<file path="config.mk">
export PLATFORM = sky130hd
export DESIGN_NAME = imem_loader
export DESIGN_NICKNAME = d
export VERILOG_FILES = /design/src/rtl/imem_loader_pkg.sv /design/src/rtl/imem_loader_word_packer.sv /design/src/rtl/imem_loader.sv
export SDC_FILE = /design/constraint.sdc
export NUM_CORES = 1
export LEC_CHECK = 0
export ABC_AREA = 0
export ABC_CLOCK_PERIOD_IN_PS = 4700
export CORE_ASPECT_RATIO = 1.75
export CORE_MARGIN = 10
export CORE_UTILIZATION = 58
export CTS_CLUSTER_SIZE = 8
export DETAILED_ROUTE_END_ITERATION = 6
export PLACE_DENSITY = 0.95
export SETUP_SLACK_MARGIN = 0.2
export SLEW_MARGIN = 30
export SYNTH_ARGS = -nofsm -noshare
export SYNTH_HDL_FRONTEND = slang
export SYNTH_SLANG_ARGS = --single-unit
</file>
<file path="constraint.sdc">
create_clock -name clk -period 4.7 [get_ports clk]
set_input_delay 0.94 -clock clk [delete_from_list [all_inputs] [get_ports clk]]
set_output_delay 0.94 -clock clk [all_outputs]
set_load 0.1 [all_outputs]
</file>
<file path="src/rtl/imem_loader_pkg.sv">
// Shared definitions for the instruction-memory loader: state encodings and packing constants.
package imem_loader_pkg;

    typedef enum logic [2:0] {
        StIdle  = 3'd0,
        StLenHi = 3'd1,
        StLenLo = 3'd2,
        StData  = 3'd3,
        StWrite = 3'd4,
        StCsum  = 3'd5,
        StDone  = 3'd6,
        StErr   = 3'd7
    } ld_state_e;

    localparam int unsigned LdBytesPerWord = 4;

    function automatic logic accepts_byte(input ld_state_e st);
        return (st == StLenHi) || (st == StLenLo) || (st == StData) || (st == StCsum);
    endfunction

endpackage

</file>
<file path="src/rtl/imem_loader_word_packer.sv">
// Packs a big-endian byte stream into 32-bit words; first byte lands in bits [31:24].
module imem_loader_word_packer
    import imem_loader_pkg::*;
(
    input  logic        clk,
    input  logic        rst_n,
    input  logic        clear,
    input  logic        shift_en,
    input  logic [7:0]  byte_in,
    output logic [31:0] word_next,
    output logic        word_full
);

    logic [1:0]  cnt_q;
    logic [31:0] word_q;

    assign word_next = {word_q[23:0], byte_in};
    // Asserted on the byte that completes the word, so the caller can latch word_next directly.
    assign word_full = shift_en && (cnt_q == 2'(LdBytesPerWord - 1));

    always_ff @(posedge clk or negedge rst_n) begin
        if (!rst_n) begin
            cnt_q  <= 2'd0;
            word_q <= 32'd0;
        end else if (clear) begin
            cnt_q  <= 2'd0;
            word_q <= 32'd0;
        end else if (shift_en) begin
            cnt_q  <= cnt_q + 2'd1;
            word_q <= word_next;
        end
    end

endmodule

</file>
<file path="src/rtl/imem_loader.sv">
// Streams a length-prefixed program into instruction memory and holds the core until done.
// Optional trailing XOR checksum byte when LOADER_CHECKSUM_EN is defined.
module imem_loader
    import imem_loader_pkg::*;
#(
    parameter int unsigned ADDR_W = 8
) (
    input  logic              clk,
    input  logic              rst_n,
    input  logic              start,
    input  logic              in_valid,
    input  logic [7:0]        in_data,
    output logic              in_ready,
    output logic              imem_we,
    output logic [ADDR_W-1:0] imem_addr,
    output logic [31:0]       imem_wdata,
    output logic              core_run,
    output logic              load_done,
    output logic              load_err,
    output logic [ADDR_W:0]   words_loaded
);

    localparam int unsigned Cap = 32'd1 << ADDR_W;
    localparam logic [ADDR_W:0] WordOne = 1;

    // Where the load goes once the last word (or an empty program) is written.
    localparam ld_state_e StFinal =
`ifdef LOADER_CHECKSUM_EN
        StCsum;
`else
        StDone;
`endif

    ld_state_e   state_q, state_d;
    logic [15:0] len_q;
    logic [15:0] len_n;
    logic        accept;
    logic        arm;
    logic        pk_shift;
    logic        pk_full;
    logic [31:0] pk_word;

`ifdef LOADER_CHECKSUM_EN
    logic [7:0]  csum_q;
`endif

    assign accept   = in_valid && in_ready;
    assign arm      = start && ((state_q == StIdle) || (state_q == StDone) || (state_q == StErr));
    assign len_n    = {len_q[15:8], in_data};
    assign pk_shift = accept && (state_q == StData);

    imem_loader_word_packer u_packer (
        .clk       (clk),
        .rst_n     (rst_n),
        .clear     (arm),
        .shift_en  (pk_shift),
        .byte_in   (in_data),
        .word_next (pk_word),
        .word_full (pk_full)
    );

    always_comb begin
        state_d = state_q;
        case (state_q)
            StIdle, StDone, StErr: begin
                if (start) state_d = StLenHi;
            end
            StLenHi: begin
                if (accept) state_d = StLenLo;
            end
            StLenLo: begin
                if (accept) begin
                    if (len_n == 16'd0)            state_d = StFinal;
                    else if (32'(len_n) > Cap)     state_d = StErr;
                    else                           state_d = StData;
                end
            end
            StData: begin
                if (pk_full) state_d = StWrite;
            end
            StWrite: begin
                if (32'(words_loaded) + 32'd1 < 32'(len_q)) state_d = StData;
                else                                         state_d = StFinal;
            end
`ifdef LOADER_CHECKSUM_EN
            StCsum: begin
                if (accept) state_d = (in_data == csum_q) ? StDone : StErr;
            end
`endif
            default: state_d = StIdle;
        endcase
    end

    // Outputs are registered from the next state so they change on the same edge as the state.
    always_ff @(posedge clk or negedge rst_n) begin
        if (!rst_n) begin
            state_q   <= StIdle;
            in_ready  <= 1'b0;
            imem_we   <= 1'b0;
            core_run  <= 1'b0;
            load_done <= 1'b0;
            load_err  <= 1'b0;
        end else begin
            state_q   <= state_d;
            in_ready  <= accepts_byte(state_d);
            imem_we   <= (state_d == StWrite);
            core_run  <= (state_d == StDone);
            load_done <= (state_d == StDone);
            load_err  <= (state_d == StErr);
        end
    end

    always_ff @(posedge clk or negedge rst_n) begin
        if (!rst_n) begin
            len_q        <= 16'd0;
            words_loaded <= '0;
            imem_addr    <= '0;
            imem_wdata   <= 32'd0;
        end else begin
            if (arm) words_loaded <= '0;
            if (accept && (state_q == StLenHi)) len_q <= {in_data, len_q[7:0]};
            if (accept && (state_q == StLenLo)) len_q <= len_n;
            if (pk_full) begin
                imem_addr  <= words_loaded[ADDR_W-1:0];
                imem_wdata <= pk_word;
            end
            if (state_q == StWrite) words_loaded <= words_loaded + WordOne;
        end
    end

`ifdef LOADER_CHECKSUM_EN
    // The trailing checksum byte itself is not folded in.
    always_ff @(posedge clk or negedge rst_n) begin
        if (!rst_n) begin
            csum_q <= 8'd0;
        end else if (arm) begin
            csum_q <= 8'd0;
        end else if (accept && (state_q != StCsum)) begin
            csum_q <= csum_q ^ in_data;
        end
    end
`endif

endmodule
</file>
==> results of run 1 <==
==> critical path: cells and delay by family <==
family | cells | cell delay (ps)
buffers and inverters | 2 | 1140
and+or+nand+nor | 5 | 1340
==> how the worst max path moves through the flow <==
stage | startpoint | endpoint | cells past startpoint
3_3_place_gp | in_valid | imem_wdata[2] | 6
2_1_floorplan | words_loaded[3] | load_err | 10
4_1_cts | in_valid | imem_wdata[19] | 7
6_report | in_valid | imem_wdata[19] | 7
3_5_place_dp | in_valid | imem_wdata[2] | 6
5_1_grt | in_valid | imem_wdata[28] | 7
==> placed cells by master (no fill, tap or decap), drive strengths merged <==
cell / instances
a211o: 1
a211oi: 1
a21boi: 2
a21oi: 30
a221o: 1
a22o: 3
a31oi: 3
a32o: 1
and2: 2
and3: 6
buf: 4
bufinv: 3
clkbuf: 12
clkdlybuf4s50: 64
clkinvlp: 1
dfrtp: 98
ha: 11
inv: 11
mux2: 23
mux2i: 3
nand2: 150
nand3: 7
nand3b: 1
nand4: 2
nor2: 11
nor2b: 2
nor3: 3
nor4: 3
nor4b: 1
o211ai: 1
o21a: 1
o21ai: 16
o22ai: 1
o2bb2ai: 2
o31a: 2
or2: 1
or3: 1
xnor2: 5
xor2: 4
==> stage by stage <==
stage / instances / setup slack [ps] / instance area (sq um) / util / hold slack, ps
floorplan: 430 / 1449 / 4278 / - / 438.6
detailed placement: 564 / 1248 / 4965 / 0.6913 / 458.6
global route: 580 / 1317 / 5319 / 0.7406 / 501.1
finish: 580 / 1560 / 5319 / 0.7406 / 474.1
CTS: 580 / 1563 / 5319 / 0.7406 / 478.7
global placement: 564 / 1377 / 4965 / 0.6913 / 448.1
==> area by class of cell <==
type	count	area [sq um]
clock inverters	4	97.59
multi-input cells	301	1693
flip-flops and latches	98	2452
well taps	86	107.6
clock buffers	12	256.5
inverters	11	41.29
repair buffers	68	670.6
fillers	465	1863
==> logic make-up (layout without fill, tap and decap cells) <==
logic type,Yosys count,in the layout,synth area share
XOR/XNOR,9,9,0.01843
AND/OR/NAND/NOR,190,190,0.1875
flip-flops,98,98,0.5733
multiplexers,26,26,0.06756
buffers and inverters,31,95,0.03159
adder cells (fa/ha/maj),11,11,0.03217
AO/OA/AOI/OAI,65,65,0.08951
==> where the power goes <==
part	total [uW]	switching (uW)	internal, uW	leakage (uW)
sequential	1380	235	1140	0.00130
combinational	1800	1320	476	0.00108
clock	862	312	549	0.000169
==> flip-flops by register name (all words and copies together), names as in the netlist <==
signal	cells
in_ready	1
load_done	1
len_q	16
u_packer.cnt_q	2
u_packer.word_q	24
imem_wdata	32
imem_we	1
imem_addr	8
words_loaded	9
load_err	1
state_q	3
==> synth_stat cells (2+ instances only) <==
master	instances
buf_2	12
nand3_1	7
nor2b_1	2
and3_1	5
ha_1	11
xnor2_1	5
o31a_1	2
a21oi_1	30
a31oi_1	3
and2_1	2
o2bb2ai_1	2
o21ai_0	16
a22o_1	3
mux2_2	21
nand2_1	150
dfrtp_1	98
clkbuf_1	7
mux2_1	2
nor3_1	3
nor4_1	3
xor2_1	4
inv_1	10
nor2_1	10
mux2i_1	3
==> layer usage <==
layer / part of all wire / routed length, microns / up-vias
met5: 0 / 0 / -
met4: 0.039 / 409 / 0
met3: 0.065 / 686 / 42
met2: 0.56 / 5838 / 137
met1: 0.34 / 3572 / 1716
li1: - / - / 1549
==> impl_metrics.csv, run 1 <==
group,metric,value,unit
logic_synthesis,syn_nets,453,
drt,final_antenna_net_count,0,
clock_network,ctsResizeCount,0,
logic_synthesis,synth_cell_type_count,43,
logic_synthesis,ys_seq_area_frac,0.5733,
timing,period_share,0.6681,
setup_path,cpPeakStageDelay,680,ps
timing,slew_headroom,0.3207,
status,outcome,"complete, no violations",
power_and_ir_drop,power_density,759.1,nW/um^2
timing,tightestPinTransition,1016,ps
final_layout,antenna_cells,0,
setup_path,arrival,3420,ps
timing,skew,6.399,ps
global_routing,grt_pass1_vias,3581,
global_routing,grt_pass1_wl,17070,microns
global_routing,grtUsageMet1,0.1735,
die,dieWidth,84.92,microns
timing,finalCriticalPeriod,3140,ps
logic_synthesis,async_flop_share,1.000,
timing,rsz0062_at_grt,"no",
die,die_h,133.6,microns
placed_design,gp_congestion,0.8865,
power_and_ir_drop,ir_drop,0.0004952,V
drt,drt_iter0_markers,318,
power_and_ir_drop,p_total,4037,uW
die,die_area,11350,sq um
global_routing,grt-ovfl-total,0,
clock_network,root_buffer,"clkbuf_16",
setup_path,r2r-end,"state_q[0]",
logic_synthesis,synth_edf_count,0,
run,cap_violations,0,
clock_network,clockBufferDepth,2,
global_routing,grt_max_degree,70,
timing,hold_viol_final,0,
global_routing,busiest_layer,"met2",
power_and_ir_drop,p_leak,0.002546,uW
logic_synthesis,ys.warnings.count,0,
global_routing,antenna_found_initial,0,
logic_synthesis,synth_top_cell_by_area,"dfrtp_1",
logic_synthesis,ys_ff_latch,98,
drt,wire_per_inst,18.11,microns
timing,fmax,0.3185,GHz
timing,fin_tns_setup,0,ps
setup_path,path_cells,"clkdlybuf4s50_1, nand2_1, nor2_1, nand4_2, inv_2, nand2_1, nand2_1",
setup_path,required,4980,ps
clock_network,cts_max_level,3,
timing,setup_viol,0,
setup_path,reg2reg_slack,1780,ps
clock_network,clkSinkCount,98,
clock_network,clock_latency,350,ps
setup_path,crit_type,"in2reg",
die,initial_core_util,0.5956,
setup_path,cp_common_cell,"nand2_1",
setup_path,end_kind,"flop",
logic_synthesis,netlist_top_cells_area,"dfrtp_1 (57%), nand2_1 (13%), mux2_2 (5.5%)",
placed_design,hpwl,7407,microns
worst_hold_path,whs_endpoint,"imem_wdata[26]",
drt,routed_wl,10510,microns
worst_hold_path,min-delay-start,"u_packer.word_q[18]",
die,core,7182,sq um
final_layout,drive_gt1_frac,0.09514,
setup_path,reg2reg_from,"words_loaded[2]",
drt,vias_per_cell,5.938,
clock_network,cts_hold_buf,0,
drt,vias,3444,
logic_synthesis,syn_avg_cell_area,9.948,sq um
die,rows,41,
clock_network,cts_setup_buffers,0,
clock_network,clkSlewWorstSetupHoldPaths,60,ps
worst_hold_path,worstHoldPathCells,2,
clock_network,cts_buffers,9,
global_routing,grt_usage,0.1850,
setup_path,crit_path_start_kind,"primary input",
worst_hold_path,min_path_type,"reg2reg",
clock_network,cts_tree,"built",
drt,drc,0,
logic_synthesis,ys.flop_type,"dfrtp_1",
drt,dr.pass1.iters,7,
die,ioPinCount,66,
global_routing,grt.met3_usage,0.06105,
global_routing,grt_use_met2,0.3387,
setup_path,reg2reg_depth,10,
logic_synthesis,synthesis.area,4278,sq um
timing,finalMaxSlewViolations,0,
setup_path,crit_fanout,25,
final_layout,fin_nets,512,
setup_path,slowest_stage,"nand4_2",
final_layout,syn_to_final_growth,24.33,%
placed_design,io_buffers,65,
logic_synthesis,synth_top_area_share,0.5733,
logic_synthesis,synthCells,430,
(Power assumes the default switching activity.)
==> run 2, diff against run 1 <==
- ABC_CLOCK_PERIOD_IN_PS: 4700 -> 2700
- CORE_UTILIZATION: 58 -> 48
- PLACE_DENSITY: 0.95 -> 0.86
- clock period: 4.7 -> 2.7 ns (I/O delays scaled with it)
==> run 2 against run 1 <==
Net effect: setup slack worse by 1600 ps; first-iteration DRC count fell by 53%; final cell count grew 9.1%; die area grew 17%; hold slack got worse by 180 ps; flip-flop and latch count did not move; the flow now finishes with violations (setup timing); critical path type is now reg2reg; routed wire length decreased by 1.7%; register-to-register slack lost 1800 ps.
==> impl_metrics.csv, run 2 (synthesized netlist as in run 1, its figures left out) <==
group,metric,value,unit
status,outcome,"finished with violations",
final_layout,syn_to_final_growth,26.94,%
final_layout,antenna_cells,0,
clock_network,cts_max_level,3,
global_routing,grt_pass1_wl,16590,microns
status,violations,"setup timing",
drt,drc,0,
worst_hold_path,min_path_type,"in2async",
setup_path,crit_path_start_kind,"flop",
die,rows,45,
setup_path,end_kind,"flop",
clock_network,cts_buffers,9,
placed_design,dpl.cell_count,612,
timing,period_share,1.000,
drt,vias_per_cell,5.392,
drt,drt_iter0_markers,150,
clock_network,root_buffer,"clkbuf_16",
setup_path,crit_fanout,3,
timing,skew,6.710,ps
run,cap_violations,0,
final_layout,finalNonFillerCells,633,
final_layout,final_cell_mix,"nand2_1 (150), dfrtp_1 (91), buf_4 (80), a21oi_1 (29), mux2_2 (21)",
die,core,8671,sq um
die,die_area,13240,sq um
setup_path,arrival,2910,ps
placed_design,gp_congestion,0.8687,
timing,slew_headroom,0.4299,
die,die_h,144.9,microns
die,dieWidth,91.37,microns
setup_path,required,2910,ps
placed_design,hpwl,7408,microns
power_and_ir_drop,p_total,6888,uW
power_and_ir_drop,power_density,1269,nW/um^2
timing,rsz0062_at_grt,"yes",
drt,routed_wl,10330,microns
timing,hold_viol_final,0,
die,ioPinCount,66,
placed_design,io_buffers,65,
final_layout,top_register,"imem_wdata",
clock_network,clkSlewWorstSetupHoldPaths,60,ps
global_routing,antenna_found_initial,0,
timing,fin_ws,-0.3917,ps
final_layout,layout.cells.most_common,"nand2_1",
clock_network,clockBufferDepth,2,
global_routing,grt_pass1_vias,3449,
timing,finalMaxSlewViolations,0,
timing,tightestPinTransition,855.1,ps
global_routing,grt_max_degree,71,
clock_network,cts_tree,"built",
drt,dr.pass1.iters,4,
timing,finalCriticalPeriod,2700,ps
drt,final_antenna_net_count,0,
global_routing,grt_usage,0.1583,
global_routing,grt-ovfl-total,0,
final_layout,fin_nets,534,
final_layout,drive_gt1_frac,0.2674,
clock_network,clkSinkCount,98,
die,initial_core_util,0.4934,
timing,fmax,0.3703,GHz
power_and_ir_drop,p_leak,0.002740,uW
power_and_ir_drop,ir_drop,0.0007274,V
final_layout,top_regs,"imem_wdata x32, u_packer.word_q x24, len_q x16",
setup_path,crit_type,"reg2reg",
clock_network,clock_latency,350,ps
final_layout,largest_reg_flops,32,
drt,vias,3413,
timing,setup_viol,1,
drt,wire_per_inst,16.32,microns
[run 2: changes by cell type in the layout (fill, tap and decap cells not counted), sizes merged]
cell	previous run	this run
clkdlybuf4s50	64	10
clkinv	0	2
buf	4	80
clkinvlp	1	0
bufinv	3	2
[run 2: final timing paths]
check                               startpoint         endpoint  slack, ps  depth (start not counted)
setup / recovery               words_loaded[3]       state_q[0]       -0.4                         10
hold / removal                           rst_n  words_loaded[0]        290                          1
setup reg to reg               words_loaded[3]       state_q[0]       -0.4                         10
hold reg to reg            u_packer.word_q[21]   imem_wdata[29]        470                          2
max in group asynchronous                rst_n   imem_wdata[15]       1630                          2
min in group clk           u_packer.word_q[21]   imem_wdata[29]        470                          2
[run 2: what timing repair did]
action | CTS | global route
endpoints found under the hold margin | 0 | 0
gates resized for setup | 2 | 5
pin swaps | 0 | 1
setup endpoints to repair | 5 | 5
buffers inserted | 4 | 1
hold buffers | 0 | 0
[run 2: critical path: stages, from the launching register on]
cell	delay (ps)
dfrtp_4	470
and3_4	180
and3_4	190
and3_4	190
xor2_2	150
ha_1	310
nand2_1	80
a211o_1	260
o31a_1	250
a221o_1	340
a21boi_1	140
[run 2: per-stage QoR]
| stage | cell area, sq um | hold WS, ps | TNS [ps] | setup slack (ps) | utilization |
|---|---|---|---|---|---|
| after floorplan | 4317 | 244.4 | -116.2 | -67.42 | - |
| after global placement | 5035 | 452.9 | 0 | 117.7 | 0.5807 |
| after detailed placement | 5035 | 456.0 | 0 | 34.45 | 0.5807 |
| after CTS | 5398 | 333.0 | 0 | 62.97 | 0.6225 |
| after global routing | 5430 | 370.4 | -106.2 | -42.21 | 0.6263 |
| final | 5430 | 294.7 | -0.3917 | -0.3917 | 0.6263 |
[run 2: report_power, final]
part	internal [uW]	switching, uW
registers	2000	385
clock network	862	538
logic	809	2300
[run 2: cell type report]
cell class,count,area [sq um]
Clock buffer,12,256.5
Clock inverter,4,73.82
Fill cell,706,3241
Inverter,11,41.29
Multi-Input combinational cell,301,1738
Sequential cell,98,2474
Tap cell,117,146.4
Timing Repair Buffer,90,700.7
[run 2: layer usage]
metal / GRT usage / wire length (microns) / up-vias
met5: 0 / 0 / -
met4: 0.1036 / 486 / 0
met3: 0.04281 / 521 / 35
met2: 0.2899 / 5623 / 107
met1: 0.1521 / 3697 / 1676
li1: - / - / 1595
